File: config.mk
export PLATFORM = sky130hd
export DESIGN_NAME = cfg_region_lookup
export DESIGN_NICKNAME = d
export VERILOG_FILES = /design/src/rtl/cfg_region_pkg.sv /design/src/rtl/cfg_region_match.sv /design/src/rtl/cfg_region_lookup.sv
export SDC_FILE = /design/constraint.sdc
export NUM_CORES = 1
export LEC_CHECK = 0
export CAP_MARGIN = 20
export CORE_MARGIN = 8
export CORE_UTILIZATION = 47
export DETAILED_ROUTE_END_ITERATION = 6
export HOLD_SLACK_MARGIN = 0.02
export PLACE_DENSITY = 0.91
export SETUP_SLACK_MARGIN = 0.05
export SKIP_LAST_GASP = 1
export SYNTH_ARGS = -nofsm -noshare
export SYNTH_HDL_FRONTEND = slang
export SYNTH_SLANG_ARGS = --single-unit
File: constraint.sdc
create_clock -name clk_i -period 3.5 [get_ports clk_i]
set_input_delay 0.525 -clock clk_i [delete_from_list [all_inputs] [get_ports clk_i]]
set_output_delay 0.525 -clock clk_i [all_outputs]
set_load 0.01 [all_outputs]
File: src/rtl/cfg_region_pkg.sv
// rtl/cfg_region_pkg.sv - shared types, sizes and rule-table accessors for cfg_region_lookup
package cfg_region_pkg;

  typedef enum logic [1:0] {
    IDLE = 2'd0,
    SCAN = 2'd1,
    RESP = 2'd2
  } region_state_e;

  localparam int MaxRules = 16;
  localparam int RuleIdxW = 4;

  function automatic logic [63:0] rule_base(input logic [1023:0] vec, input int i);
    return vec[64*i +: 64];
  endfunction

  function automatic logic [63:0] rule_len(input logic [1023:0] vec, input int i);
    return vec[64*i +: 64];
  endfunction

endpackage

File: src/rtl/cfg_region_match.sv
// rtl/cfg_region_match.sv - single-rule comparator: base <= addr < base+len, zero length never matches
module cfg_region_match (
  input  logic [63:0] addr,
  input  logic [63:0] base,
  input  logic [63:0] len,
  output logic        match
);

  logic [64:0] addr_ext;
  logic [64:0] base_ext;
  logic [64:0] limit;

  // One extra bit keeps base+len from wrapping at the top of the address space.
  assign addr_ext = {1'b0, addr};
  assign base_ext = {1'b0, base};
  assign limit    = base_ext + {1'b0, len};
  assign match    = (len != 64'd0) && (addr_ext >= base_ext) && (addr_ext < limit);

endmodule

File: src/rtl/cfg_region_lookup.sv
// rtl/cfg_region_lookup.sv - sequential region classifier, one rule per cycle, lowest index wins
// Optional last-hit shortcut enabled by defining CFG_REGION_LOOKUP_CACHE_EN.
module cfg_region_lookup
  import cfg_region_pkg::*;
#(
  parameter int             NrRules      = 3,
  parameter int             AddrWidth    = 64,
  parameter logic [1023:0]  RuleAddrBase = 1024'({64'h8000_0000, 64'h1_0000, 64'h0}),
  parameter logic [1023:0]  RuleLength   = 1024'({64'h40000000, 64'h10000, 64'h1000})
) (
  input  logic                 clk_i,
  input  logic                 rst_ni,
  input  logic                 flush_i,
  input  logic                 req_valid_i,
  output logic                 req_ready_o,
  input  logic [AddrWidth-1:0] req_addr_i,
  output logic                 rsp_valid_o,
  input  logic                 rsp_ready_i,
  output logic                 rsp_hit_o,
  output logic [RuleIdxW-1:0]  rsp_idx_o,
  output logic                 busy_o
);

  localparam logic [RuleIdxW-1:0] LastIdx = RuleIdxW'(NrRules - 1);

  region_state_e       state, state_next;
  logic [63:0]         addr;
  logic [63:0]         req_addr_ext;
  logic [RuleIdxW-1:0] idx;
  logic [RuleIdxW-1:0] rsp_idx;
  logic                hit;
  logic                accept;
  logic                scan_match;
  logic                scan_last;
  logic [63:0]         scan_base;
  logic [63:0]         scan_len;
  logic                cache_take;
  logic [RuleIdxW-1:0] cache_idx;

  assign req_addr_ext = 64'(req_addr_i);
  assign accept       = req_valid_i && req_ready_o;
  assign scan_base    = rule_base(RuleAddrBase, int'(idx));
  assign scan_len     = rule_len(RuleLength, int'(idx));
  assign scan_last    = (idx == LastIdx);

  cfg_region_match u_scan_match (
    .addr  (addr),
    .base  (scan_base),
    .len   (scan_len),
    .match (scan_match)
  );

`ifdef CFG_REGION_LOOKUP_CACHE_EN
  logic        cache_valid;
  logic        cache_match;
  logic [63:0] cache_base;
  logic [63:0] cache_len;

  assign cache_base = rule_base(RuleAddrBase, int'(cache_idx));
  assign cache_len  = rule_len(RuleLength, int'(cache_idx));
  assign cache_take = cache_valid && cache_match;

  cfg_region_match u_cache_match (
    .addr  (req_addr_ext),
    .base  (cache_base),
    .len   (cache_len),
    .match (cache_match)
  );

  // The shortcut only returns the lowest matching index if no two rules overlap.
  for (genvar i = 0; i < NrRules; i++) begin : g_ovl_i
    for (genvar j = i + 1; j < NrRules; j++) begin : g_ovl_j
      localparam logic [64:0] BaseI = {1'b0, RuleAddrBase[64*i +: 64]};
      localparam logic [64:0] LenI  = {1'b0, RuleLength[64*i +: 64]};
      localparam logic [64:0] BaseJ = {1'b0, RuleAddrBase[64*j +: 64]};
      localparam logic [64:0] LenJ  = {1'b0, RuleLength[64*j +: 64]};
      if (LenI != 65'd0 && LenJ != 65'd0 && BaseI < BaseJ + LenJ && BaseJ < BaseI + LenI) begin : g_err
        $error("cfg_region_lookup: overlapping rules with cache enabled");
      end
    end
  end

  always_ff @(posedge clk_i or negedge rst_ni) begin
    if (!rst_ni) begin
      cache_valid <= 1'b0;
      cache_idx   <= '0;
    end else if (flush_i) begin
      cache_valid <= 1'b0;
    end else if (state == SCAN) begin
      if (scan_match) begin
        cache_valid <= 1'b1;
        cache_idx   <= idx;
      end else if (scan_last) begin
        cache_valid <= 1'b0;
      end
    end
  end
`else
  assign cache_take = 1'b0;
  assign cache_idx  = '0;
`endif

  always_ff @(posedge clk_i or negedge rst_ni) begin
    if (!rst_ni) begin
      state <= IDLE;
    end else begin
      state <= state_next;
    end
  end

  always_comb begin
    state_next = state;
    if (flush_i) begin
      state_next = IDLE;
    end else begin
      case (state)
        IDLE:    if (accept) state_next = cache_take ? RESP : SCAN;
        SCAN:    if (scan_match || scan_last) state_next = RESP;
        RESP:    if (rsp_ready_i) state_next = IDLE;
        default: state_next = IDLE;
      endcase
    end
  end

  always_ff @(posedge clk_i or negedge rst_ni) begin
    if (!rst_ni) begin
      addr    <= '0;
      idx     <= '0;
      hit     <= 1'b0;
      rsp_idx <= '0;
    end else if (!flush_i) begin
      case (state)
        IDLE: begin
          if (accept) begin
            addr    <= req_addr_ext;
            idx     <= '0;
            hit     <= cache_take;
            rsp_idx <= cache_take ? cache_idx : '0;
          end
        end
        SCAN: begin
          if (scan_match) begin
            hit     <= 1'b1;
            rsp_idx <= idx;
          end else if (scan_last) begin
            hit     <= 1'b0;
            rsp_idx <= '0;
          end else begin
            idx <= idx + 1'b1;
          end
        end
        default: ;
      endcase
    end
  end

  assign req_ready_o = (state == IDLE) && !flush_i;
  assign rsp_valid_o = (state == RESP);
  assign rsp_hit_o   = hit;
  assign rsp_idx_o   = rsp_idx;
  assign busy_o      = (state != IDLE);

endmodule

Word level (Yosys, flattened, before mapping)
Index checks and enable logic that the tools add are counted.

Register bits: 75. Output and inout bits: 8.

Add/sub/neg operators: 2. Magnitude comparators: 2. Eq/ne operators: 10. Shifts and indexed selects: 2. Muxes and demuxes: 16. Bitwise logic cells: 1. Reduce and logical (&&, ||, !) cells: 14.

Operator list (number): indexed part select 1024 x 11 -> 64 bit (first input constant) (2); adder 64 x 64 -> 65 bit (1); < comparator 64 x 65 -> 1 bit (1); greater-or-equal comparator 64 bit (1); nonzero test 64 bit (1); two-way mux 4 bit (5); case mux 4 bit (2 select lines) (2); inequality test 3 bit (second input constant) (3); two-way mux 2 bit (4); inequality test 2 bit (second input constant) (3); case mux 2 bit (3 select lines) (1); AND reduction 3 bit (2); AND reduction 5 bit (1); adder 4 x 1 -> 4 bit (second input constant) (1); == test 4 x 2 -> 1 bit (second input constant) (1); logical AND 1 bit (4); AND reduction 4 bit (1); nonzero test 2 bit (2); two-way mux 1 bit (3); inequality test 3 x 2 -> 1 bit (second input constant) (1); == test 2 x 1 -> 1 bit (second input constant) (1); == test 2 bit (second input constant) (1); logical NOT 2 bit (1); case mux 1 bit (2 select lines) (1); 3 further kinds (3).

Logic depth before layout (Yosys ltp)
Gate-level depths: netlist (run 1).

Depth after elaboration: 8. Mapped depth: 10. Depth with buffers taken out: 10.

Modules after synthesis
From an unflattened synthesis (run 1), not the netlist that was laid out.

Cell total of the unflattened synthesis: 1270. Area, all modules: 9869.5 um2.

Modules (own cells, without submodules): cfg_region_match (instances 1, cells each 945, area an instance 6869.1 um2, seq. area each 0.0 um2); cfg_region_lookup (instances 1, cells each 325, area an instance 3000.4 um2, seq. area each 1876.8 um2).

Worst setup path before layout (run 1)
No wires, ideal clock.

Path kind: reg2reg. From: register idx[0]. To: register rsp_idx[0] (netlist: rsp_idx_o[0]). Setup time: 0.121 ns. Data arrival time: 2.686 ns. Required time: 3.379 ns. Setup slack: 0.693 ns. Stages on the path, launching flop included: 11. Path buffers: 0. Clock period less this slack: 2.807 ns. Path through: dfrtp_1 > inv_1 > ha_1 > or3b_2 > ha_1 > a211oi_1 > nand4b_1 > nor4_2 > o311ai_2 > a21o_1 > a22o_1.

Cells in the longest elaborated chain, start to end: 6.

RTL lines: start: declaration (line cfg_region_lookup.sv:29) `logic [RuleIdxW-1:0] idx;`; start signal: assignment (line cfg_region_lookup.sv:149) `idx <= idx + 1'b1;`; indexed part select 1024 x 11 -> 64 bit (on tied branches) (line cfg_region_pkg.sv:14, cfg_region_pkg.sv:18); adder 64 x 64 -> 65 bit, or another cell as far along (line cfg_region_match.sv:16) `assign limit = base_ext + {1'b0, len};`; < comparator 64 x 65 -> 1 bit / logical AND 1 bit (equally long branches) (line cfg_region_match.sv:17) `assign match = (len != 64'd0) && (addr_ext >= base_ext) && (addr_ext < limit);`; logical AND 1 bit (line cfg_region_match.sv:17); inequality test 3 bit (no line) / two-way mux 4 bit (equally long branches); AND reduction 4 bit (no line) / case mux 4 bit (2 select lines) (equally long branches); end signal: assignment (line cfg_region_lookup.sv:138) `rsp_idx <= cache_take ? cache_idx : '0;`; end signal: assignment (line cfg_region_lookup.sv:144) `rsp_idx <= idx;`; end: declaration (line cfg_region_lookup.sv:30) `logic [RuleIdxW-1:0] rsp_idx;`.

Parallel ways exist; a longest one is shown, timed or not. A chain may end at the register's enable or synchronous reset.

Worst setup path after layout (run 1)
Ends and elaborated chain as after synthesis.

==> results of run 1 <==
## metal layers
layer  up-vias  track usage (%)  part of all wire [%]
met1       875             17.0                    44
met2        49             22.0                    49
li1        862                -                     -
met3         7             4.77                   5.9
met5         -                0                     0
met4         0             5.64                   1.4
## registers in the layout (all words and copies together) (netlist names)
name       count
rsp_hit_o      1
state          2
idx            4
addr          52
rsp_idx_o      4
## placed cells by master (no fill, tap or decap), types with 2 or more instances in the layout
cell type	count
dfrtp_1	63
clkdlybuf4s50_1	63
mux2_2	52
clkbuf_8	12
ha_1	9
nor2_1	6
nand2_1	6
nor4_1	6
nor4_2	5
inv_1	3
nor3_1	3
and2_2	3
nand2b_1	3
o21ai_0	3
buf_4	3
or2_2	2
nand4_1	2
a21oi_1	2
a21o_1	2
a22o_1	2
clkinv_2	2
## cell families (layout without fill, tap and decap cells)
family                     count (synthesis)  in the layout  synth area share, %
muxes                                     52             52                 21.1
DFF                                       63             63                 56.9
xor gates and xnor gates                   1              1                0.316
buffers and inverters                     11             86                 1.81
adders and majority gates                  9              9                 4.07
and+or+nand+nor                           46             46                 10.8
AOI/OAI and AO/OA                         16             16                 4.93
## worst min path at each step
stage                                     endpoint  slack, ns  depth (start not counted)
after floorplan               addr[12]$_DFFE_PN0P_       0.23                          0
after global routing          addr[62]$_DFFE_PN0P_       0.25                          1
final                        rsp_hit_o$_DFFE_PN0P_       0.21                          1
after detailed placement  rsp_idx_o[3]$_DFFE_PN0P_       0.49                          1
after global placement    rsp_idx_o[3]$_DFFE_PN0P_       0.48                          1
after CTS                    rsp_hit_o$_DFFE_PN0P_       0.21                          1
## cell type report
| type | count | area (um2) | area share [%] |
|---|---|---|---|
| flip-flops and latches | 63 | 1580 | 42.7 |
| clock inverters | 3 | 40.0 | 1.08 |
| repair buffers | 67 | 658 | 17.8 |
| multi-input cells | 124 | 1140 | 31.0 |
| clock buffers | 13 | 169 | 4.57 |
| inverters | 3 | 11.3 | 0.305 |
| well taps | 75 | 93.8 | 2.54 |
## power groups by stage
stage / combinational [mW] / clock, mW / sequential, mW
after CTS: 0.552 / 0.665 / 1.10
after global placement: 0.523 / 0 / 1.09
final: 0.542 / 0.645 / 1.09
after detailed placement: 0.550 / 0 / 1.11
after global routing: 0.608 / 0.700 / 1.13
after floorplan: 0.395 / 0 / 1.06
## metrics by stage
step	std cells	utilization, %	hold WS (ns)	worst slack, ns	area [um2]
2_1_floorplan	198	-	0.229	0.693	2770
5_1_grt	348	63.5	0.248	0.161	3690
4_1_cts	348	63.5	0.213	0.356	3690
3_3_place_gp	332	59.9	0.482	0.487	3480
3_5_place_dp	332	59.9	0.493	0.368	3480
6_report	348	63.5	0.206	0.364	3690
## critical path: stages (launching register included)
cell and delay [ns]:
dfrtp_1 0.44, inv_1 0.12, ha_1 0.16, or3b_2 0.51
ha_1 0.32, a211oi_1 0.25, nand4b_1 0.15, nor4_2 0.33
o311ai_2 0.26, a21o_1 0.25, a22o_1 0.23
==> run metrics, run 1 <==
status completed; Synth area leader dfrtp_1; synth top area cells dfrtp_1, mux2_2, ha_1, nor4_2, nor4_1; crit path time final 3.14 ns; Syn-to-layout area delta 33.3%; startpoint types flip-flop; Lkg Pwr 1.53 nW; Worst setup startpoint idx[0]$_DFFE_PN0P_; layout cells sized above 1 31.5%; skew final 0.00623 ns; Pwr Total 2.28 mW; Die Y 92.8 um; Power Internal 1.66 mW; DIE AREA 8600 um2; Distinct cells, synth 37; n_diodes 0; power density over the cells 617 nW/um2; Post-CTS Setup Inserts 0; vias in the first global route 1929; Critical Path End Type flip-flop; f_max 0.319 GHz; Root Buffer clkbuf_8; crit path kind reg2reg; CTS sink cnt 63; Worst VDD drop 348 uV; Worst EP required 3.71 ns; Yosys reg bits 63; H-tree depth 3; DRC violations left 0; most frequent cells after synthesis dfrtp_1, mux2_2, ha_1; Syn Area/Cell 14.0 um2; Inserted Clock Buffers 9; core area 5820 um2; Seq/Total Area, Yosys 56.9%; Worst-path clk slew 0.07 ns; PortBufs 64; # fillers 467; largest net degree at the start of global routing 37; HPWL after DPL 4.35 mm; Reg2Reg Depth 10; Detail Route Antenna Nets 0; Crit Reg-Reg Startpoint idx[0]$_DFFE_PN0P_; RSZ-0062 raised after global routing false; io pins 77; top-count cell post-synth dfrtp_1; clock tree from TritonCTS built; Critical path destination rsp_idx_o[0]$_DFFE_PN0P_; Iteration-0 DRC Markers 40; syn nets 276; final period utilization 89.6%; Initial DRT Pass Iterations 4; Slew @ Worst Pin 0.611 ns; Mapped Area 2770 um2; first-pass GRT wire length 9.36 mm; Crit Path Max Fanout 8; Die Wd 92.8 um; post-synthesis cell count 198; part of the power in registers 47.9%; grt total ovfl 0; Global Route Usage Sum 13.9%; row count 28; Yosys top cell area share 56.9%; Vias 1793; Max Slew Vio Count 0; Sw Ratio 27.0%; Comb pwr share 23.8%; Psw 0.615 mW; final setup fails 0; CTS resizes 0; hold buffer count at CTS 0; async set or reset register ratio after synthesis 100%; Worst-Skew Late Latency 0.32 ns; YS warnings 0; flop-to-flop setup slack 0.36 ns; Routed WL 5.63 mm; ys flop type dfrtp_1; Hold Vio Cnt, Final 0; Initial Utilization 47.6%; wire length per cell 16.2 um; Bufs on Longest Clock Path 2; Worst Hold Class in2async; initial antenna violation count 0; max_cap viols 0; RD Place Congestion 0.764; via density per instance 5.15; end of the worst register-to-register path rsp_idx_o[0]$_DFFE_PN0P_; max_slew headroom 59.2%; layout net count 346; Clk pwr share 28.3%; number of synthesized flops with an enable pin 0; Worst EP arrival 3.35 ns; Setup TNS Final 0 ns
(Power assumes the default switching activity.)
==> run 2, diff against run 1 <==
--- a/config.mk
+++ b/config.mk
@@ -7,10 +7,10 @@
 export LEC_CHECK = 0
 export CAP_MARGIN = 20
 export CORE_MARGIN = 8
-export CORE_UTILIZATION = 47
+export CORE_UTILIZATION = 43
 export DETAILED_ROUTE_END_ITERATION = 6
 export HOLD_SLACK_MARGIN = 0.02
-export PLACE_DENSITY = 0.91
+export PLACE_DENSITY = 0.88
 export SETUP_SLACK_MARGIN = 0.05
 export SKIP_LAST_GASP = 1
 export SYNTH_ARGS = -nofsm -noshare
==> constraint.sdc (replaced) <==
create_clock -name clk_i -period 2.8 [get_ports clk_i]
set_input_delay 0.42 -clock clk_i [delete_from_list [all_inputs] [get_ports clk_i]]
set_output_delay 0.42 -clock clk_i [all_outputs]
set_load 0.01 [all_outputs]
==> run 2 against run 1 <==
  * Clock-buffer cell count unchanged
  * Largest power group unchanged
  * Sequential power up 26%
  * Cell count up 2.9%
  * Clock power up 25%
  * Sequential cell count unchanged
  * Maximum frequency up 16%
  * Worst hold slack better by 0.29 ns
  * Setup slack worse by 0.28 ns
  * Via count up 2.4%
  * Critical path depth unchanged
==> run metrics, run 2 (synthesis gave the netlist of run 1 again) <==
status completed; Iteration-0 DRC Markers 67; Initial Utilization 44.1%; Die Wd 96.2 um; Worst EP arrival 2.93 ns; core area 6280 um2; DIE AREA 9260 um2; H-tree depth 3; Cell Area, Placed 3540 um2; first-pass GRT wire length 9.22 mm; Detail Route Antenna Nets 0; Root Buffer clkbuf_8; max_slew headroom 53.8%; final period utilization 96.8%; Syn-to-layout area delta 39.4%; Largest Register addr; # fillers 502; Crit Path Max Fanout 7; final setup fails 0; number of flip-flops in the largest register 52; initial antenna violation count 0; layout cells sized above 1 35.2%; Pwr Total 2.97 mW; Most common cell on crit path ha_4; wire length per cell 16.0 um; crit path time final 2.71 ns; max_cap viols 0; Power Internal 2.15 mW; GRT met2 Usage 20.4%; PortBufs 64; Bufs on Longest Clock Path 2; RSZ-0062 raised after global routing true; Finished Cell Area 3860 um2; CP peak stage delay 0.41 ns; n_diodes 0; GR peak layer met2; Lkg Pwr 1.59 nW; part of the power in registers 46.1%; pre-CTS setup slack -0.0854 ns; f_max 0.369 GHz; Vias 1836; Sw Ratio 27.6%; Clk pwr share 27.2%; Initial DRT Pass Iterations 4; Critical-path top delay cell or3b_4; worst path cell trace inv_2, ha_4, or3b_4, ha_4, a211oi_2, nand4b_1, nor4_4, o311ai_4, a21o_1, a22o_1; largest net degree at the start of global routing 27; Worst VDD drop 418 uV; Worst-path clk slew 0.06 ns; Max Slew Vio Count 0; io pins 77; Routed WL 5.73 mm; Global Route Usage Sum 13.3%; Die Y 96.2 um; Hold Vio Cnt, Final 0; DRC violations left 0; met1 Resource Use GR 15.8%; RD Place Congestion 0.745; grt total ovfl 0; skew final 0.00576 ns; Slew @ Worst Pin 0.684 ns; Inserted Clock Buffers 9; clock tree from TritonCTS built; Hold Slack 0.497 ns; HPWL after DPL 4.40 mm; vias in the first global route 1918; startpoint types flip-flop; crit path kind reg2reg; row count 29; Worst Hold Class reg2reg; via density per instance 5.13; Worst-Skew Late Latency 0.33 ns; Comb pwr share 26.7%; Critical Path End Type flip-flop; highest-count cells in the layout ignoring fill and taps dfrtp_1, clkdlybuf4s50_1, mux2_2; final worst slack 0.0886 ns; power density over the cells 769 nW/um2; grt met3 use 5.77%; multi-input logic area 1220 um2; Worst EP required 3.02 ns; layout net count 354; CTS sink cnt 63; Psw 0.819 mW; Reg area 1580 um2
==> run 2: cell types whose count changed in the layout (fill, tap and decap cells not counted), sizes merged <==
cell and delta:
dlygate4sd3 +1, buf +7
==> run 2: metal layers <==
metal,part of all wire (%),routed length [um]
met1,42,2390
met2,49,2810
met3,7.3,416
met4,1.9,109
met5,0,0
==> run 2: timing repair <==
| item | 4_1_cts | 5_1_grt |
|---|---|---|
| hold buffers | 1 | 0 |
| pin swaps | 4 | 10 |
| cloned | 0 | 0 |
| hold endpoints to repair | 15 | 0 |
| setup buffers | 2 | 1 |
| gates resized for setup | 5 | 6 |
| setup endpoints to repair | 8 | 10 |
==> run 2: worst paths after layout <==
path / startpoint / endpoint / slack (ns) / cells past startpoint
min in group asynchronous: rst_ni / addr[16]$_DFFE_PN0P_ / 0.54 / 2
max: idx[0]$_DFFE_PN0P_ / rsp_idx_o[0]$_DFFE_PN0P_ / 0.09 / 10
max reg2reg: idx[0]$_DFFE_PN0P_ / rsp_idx_o[0]$_DFFE_PN0P_ / 0.09 / 10
min: rsp_idx_o[2]$_DFFE_PN0P_ / rsp_idx_o[2]$_DFFE_PN0P_ / 0.50 / 1
min reg2reg: rsp_idx_o[2]$_DFFE_PN0P_ / rsp_idx_o[2]$_DFFE_PN0P_ / 0.50 / 1
max in group asynchronous: rst_ni / addr[58]$_DFFE_PN0P_ / 1.60 / 3
==> run 2: through the flow <==
stage               setup TNS, ns  util [%]  std cells
floorplan                       0         -        198
global route               -0.396      61.5        358
CTS                             0      60.8        357
global placement                0      56.4        338
detailed placement         -0.285      56.4        338
finish                          0      61.5        358
==> run 2: critical path: cells and delay by family (launching register included) <==
kind,cells,cell delay (ns)
flops,1,0.38
simple gates,3,0.91
buf+inv,1,0.09
compound gates,4,0.85
fa+ha+maj,2,0.39
==> run 2: cell type report <==
cell class              count  area share (%)
clock buffers              13            4.37
clock inverters             3            1.04
inverters                   3           0.292
multi-input cells         124            31.7
flip-flops and latches     63            40.8
well taps                  77            2.50
repair buffers             75            19.3
==> run 2: power groups by stage <==
| stage | Sequential [mW] | Combinational [mW] | Clock [mW] |
|---|---|---|---|
| final | 1.37 | 0.794 | 0.807 |
| after CTS | 1.36 | 0.768 | 0.834 |
| after global routing | 1.41 | 0.880 | 0.868 |
| after global placement | 1.35 | 0.700 | 0 |
| after floorplan | 1.33 | 0.498 | 0 |
| after detailed placement | 1.37 | 0.736 | 0 |
